<file path="config.mk">
export PLATFORM = sky130hd
export DESIGN_NAME = mult32_seq
export DESIGN_NICKNAME = d
export VERILOG_FILES = /design/src/rtl/mult_pkg.sv /design/src/rtl/rca32.sv /design/src/rtl/mult32_seq.sv
export SDC_FILE = /design/constraint.sdc
export NUM_CORES = 1
export LEC_CHECK = 0
export BUFFER_PORTS_ARGS = -buffer_cell sky130_fd_sc_hd__buf_2
export CAP_MARGIN = 20
export CORE_MARGIN = 2
export CORE_UTILIZATION = 35
export CTS_CLUSTER_DIAMETER = 40
export DETAILED_ROUTE_END_ITERATION = 8
export PLACE_DENSITY = 0.69
export SYNTH_ARGS = -nofsm -noshare
export SYNTH_HDL_FRONTEND = slang
export SYNTH_SLANG_ARGS = --single-unit
</file>
<file path="constraint.sdc">
create_clock -name clk -period 24.8 [get_ports clk]
set_input_delay 2.48 -clock clk [delete_from_list [all_inputs] [get_ports clk]]
set_output_delay 2.48 -clock clk [all_outputs]
set_load 0.02 [all_outputs]
</file>
<file path="src/rtl/mult_pkg.sv">
// Shared types and constants for the sequential shift-and-add multiplier.
package mult_pkg;

  typedef enum logic [1:0] {IDLE, BUSY, DONE} mult_state_t;

  localparam int WIDTH = 32;
  localparam int CNT_W = 5;
  localparam logic [CNT_W-1:0] LAST_ITER = 5'd31;

endpackage

</file>
<file path="src/rtl/rca32.sv">
// 32-bit ripple-carry adder with carry-out and signed-overflow flag.
module rca32 (
  input  logic [31:0] a,
  input  logic [31:0] b,
  input  logic        carry_in,
  output logic [31:0] sum,
  output logic        carry_out,
  output logic        overflow
);

  logic [32:0] carry;

  assign carry[0] = carry_in;

  for (genvar i = 0; i < 32; i++) begin : g_fa
    assign sum[i]       = a[i] ^ b[i] ^ carry[i];
    assign carry[i + 1] = (a[i] & b[i]) | (carry[i] & (a[i] ^ b[i]));
  end

  assign carry_out = carry[32];
  assign overflow  = carry[32] ^ carry[31];

endmodule

</file>
<file path="src/rtl/mult32_seq.sv">
// Unsigned 32x32->64 multiplier: one partial-product add per clock through a
// single shared rca32, with valid/ready handshakes on both sides.
module mult32_seq #(
  parameter int WIDTH = mult_pkg::WIDTH,
  parameter int CNT_W = $clog2(WIDTH)
) (
  input  logic                 clk,
  input  logic                 rst_n,
  input  logic                 in_valid,
  output logic                 in_ready,
  input  logic [WIDTH-1:0]     a,
  input  logic [WIDTH-1:0]     b,
  output logic                 out_valid,
  input  logic                 out_ready,
  output logic [2*WIDTH-1:0]   product,
  output logic                 hi_nonzero
);
  import mult_pkg::*;

  if (WIDTH != 32) begin : g_width_check
    $error("mult32_seq supports only WIDTH == 32 (fixed by rca32)");
  end

  mult_state_t      state;
  logic [WIDTH-1:0] mcand;
  logic [WIDTH-1:0] acc_hi;
  logic [WIDTH-1:0] acc_lo;
  logic [CNT_W-1:0] cnt;

  logic [WIDTH-1:0] addend;
  logic [WIDTH-1:0] sum;
  logic             carry_out;
  logic             unused_overflow;

  // The multiplier LSB sits at acc_lo[0] and selects this cycle's partial product.
  assign addend = acc_lo[0] ? mcand : '0;

  rca32 u_adder (
    .a        (acc_hi),
    .b        (addend),
    .carry_in (1'b0),
    .sum      (sum),
    .carry_out(carry_out),
    .overflow (unused_overflow)
  );

  always_ff @(posedge clk) begin
    if (!rst_n) begin
      state  <= IDLE;
      mcand  <= '0;
      acc_hi <= '0;
      acc_lo <= '0;
      cnt    <= '0;
    end else begin
      case (state)
        IDLE: begin
          if (in_valid) begin
            mcand  <= a;
            acc_lo <= b;
            acc_hi <= '0;
            cnt    <= '0;
            state  <= BUSY;
          end
        end
        BUSY: begin
          // carry_out becomes the new MSB so acc_hi + mcand never loses bit 32.
          {acc_hi, acc_lo} <= {carry_out, sum, acc_lo[WIDTH-1:1]};
          cnt              <= cnt + 1'b1;
          if (cnt == LAST_ITER) begin
            state <= DONE;
          end
        end
        DONE: begin
          if (out_ready) begin
            state <= IDLE;
          end
        end
        default: state <= IDLE;
      endcase
    end
  end

  assign in_ready   = (state == IDLE);
  assign out_valid  = (state == DONE);
  assign product    = {acc_hi, acc_lo};
  assign hi_nonzero = |acc_hi;

endmodule

</file>
==> reports/qor.yml <==
run_status:
  status: "completed"
sta:
  hold_viol_final: 0
  timing.setup.tns_ns: 0
  min_period_ns: 14.05
  clock_skew_ns: 0.00865
  tightest_slew_ns: 0.765
  min_period_over_period_pct: 56.6
  drv_slew: 0
  rsz0062_at_grt: "no"
  setup_viol: 0
  fmax_ghz: 0.0712
  max_slew_margin_pct: 49.0
clock_network:
  htree_levels: 3
  clock_latency_ns: 0.35
  cts.path.max_buffers: 2
  cts-resized-gates: 0
  cts_buffers: 9
  holdBufCountCts: 0
  cts-root-buf: "clkbuf_16"
  post_cts_buffers: 0
  path_clk_slew_ns: 0.07
  cts_tree: "built"
  clock_sinks: 103
logic_synthesis:
  synth_warnings: 0
  postSynthCellCount: 612
  syn_area_per_cell_um2: 8.11
  synthFlopType: "dfxtp_1"
  ys_seq_area_share_pct: 41.5
  yosys-top-cells-count: "dfxtp_1, nand2_1, a21oi_1, nor3_1"
  syn_nets: 714
  synth-edff-count: 0
  yosysUniqueCellTypes: 31
  async_reset_ff_share_pct: 0
  synth_seq_cells: 103
  netlist.area_leader.share_pct: 41.5
  synth_area_leader_cell: "dfxtp_1"
  synth_area_leaders: "dfxtp_1, fa_1, nand2_1"
  yosysMostFrequentCell: "dfxtp_1"
  synth_area_um2: 4960
critical_path:
  crit_fanout: 34
  critPathRequiredTime_ns: 25.00
  arrival_ns: 14.25
  cp-end-kind: "flop"
  cp-start-kind: "flop"
  critPathMaxStageDelay_ns: 0.46
  cp_common_cell: "fa_1"
  critPathKind: "reg2reg"
  critPathSlowestCell: "fa_1"
power:
  leakage_nw: 2.29
  combPwrFrac_pct: 14.6
  p_total_mw: 0.386
  switchingPower_mw: 0.106
  p_sw_share_pct: 27.3
  p_seq_share_pct: 46.9
  ir_drop_mv: 0.0299
  power_density_nw_per_um2: 64.3
  internal_power_mw: 0.281
  clkPwrFrac_pct: 38.5
global_route:
  grt_max_degree: 72
  antenna_found_initial: 0
  grt_pass1_wl_um: 20300
  grt_pass1_vias: 4275
  track_usage_pct: 17.0
  grt_overflow_total: 0
finish:
  fin_util_pct: 43.3
  drive_above_1_share_pct: 22.3
  fillCellCount: 1483
  synthToLayoutAreaGrowth_pct: 21.1
  nets: 820
  n_antenna_cell: 0
floorplan:
  fp.coreArea_um2: 13900
  io_pins: 135
  num_rows: 43
  die_area_um2: 15200
  start_util_pct: 35.8
  die_w_um: 123
  die_h_um: 123
detailed_routing:
  firstDrtPassIters: 4
  vias: 4501
  wl_per_cell_um: 14.0
  drtIter0Drc: 337
  viasPerCell: 4.98
  remaining_drc_errors: 0
  drt_wl_total_um: 12700
  drtAntennaViolNets: 0
placement:
  dp_hpwl_um: 8530
  port_buffers: 134
  gp_congestion: 0.804
hold_path:
  hold_path.class: "reg2reg"
run:
  maxCapViolations: 0
## kinds of logic after synthesis
logic type      synth area share, %
compound gates                 10.7
fa+ha+maj                      13.3
buf+inv                        7.26
flops                          41.5
mux                           0.202
simple gates                   27.1
## worst max-delay path, delay by kind of cell, from the launching register on
| family | cells | cell delay [ns] |
|---|---|---|
| adder cells (fa/ha/maj) | 32 | 12.61 |
| buffers and inverters | 6 | 0.64 |
| flip-flops | 1 | 0.31 |
| AND/OR/NAND/NOR | 2 | 0.27 |
| AO/OA/AOI/OAI | 1 | 0.07 |
## sequential cells by signal (all words and copies together) (netlist names)
register and flops:
state 2, acc_lo 32, mcand 32, acc_hi 32, cnt 5
## area by class of cell
| cell class | count | area (um2) | share of cell area (%) |
|---|---|---|---|
| sequential | 103 | 2060 | 34.3 |
| clock buffer | 14 | 274 | 4.56 |
| timing repair buffer | 141 | 723 | 12.0 |
| tap | 180 | 225 | 3.75 |
| clock inverter | 2 | 37.5 | 0.624 |
| multi-input combinational | 427 | 2550 | 42.5 |
| inverter | 36 | 135 | 2.25 |
## cells in the final DEF, fill, tap and decap left out, drive strengths merged
cell      count
buf         141
dfxtp       103
nand2        99
a21oi        67
nor3         64
nor2         36
nand3        36
inv          36
o21ai        33
fa           31
nand2b       31
clkbuf       14
nor4          8
and2          3
ha            3
nor2b         2
nand4         2
nor3b         2
and3          1
or2           1
or3b          1
and2b         1
o21bai        1
or3           1
a31oi         1
mux2i         1
o21a          1
a22oi         1
clkinvlp      1
bufinv        1
## layer usage
layer	track usage (%)	up-vias	wire length (um)
met5	0	-	0
met2	27.9	113	6080
met1	21.5	2143	5660
met3	3.69	22	602
li1	-	2223	-
met4	7.17	0	312
## worst paths after layout
path | start | endpoint | slack, ns | cells after the start
worst max-delay path | acc_lo[0] | acc_hi[30] | 10.75 | 41
worst max register to register | acc_lo[0] | acc_hi[30] | 10.75 | 41
worst min-delay path | mcand[25] | mcand[25] | 0.46 | 2
worst min register to register | mcand[25] | mcand[25] | 0.46 | 2
## power groups by stage
stage | Sequential [mW] | Combinational [mW] | Clock, mW
detailed placement | 0.185 | 0.0568 | 0
global placement | 0.185 | 0.0562 | 0
CTS | 0.181 | 0.0569 | 0.153
global route | 0.183 | 0.0626 | 0.157
finish | 0.181 | 0.0562 | 0.149
floorplan | 0.191 | 0.0314 | 0
## through the flow
stage / hold slack (ns) / setup WS (ns) / area (um2) / cells
after global placement: 0.442 / 10.94 / 5700 / 887
final: 0.456 / 10.75 / 6010 / 903
after global routing: 0.477 / 10.15 / 6010 / 903
after floorplan: 0.432 / 11.06 / 4960 / 612
after CTS: 0.454 / 10.68 / 6010 / 903
after detailed placement: 0.444 / 10.71 / 5700 / 887
No activity file was read; power rests on OpenSTA's default activity.
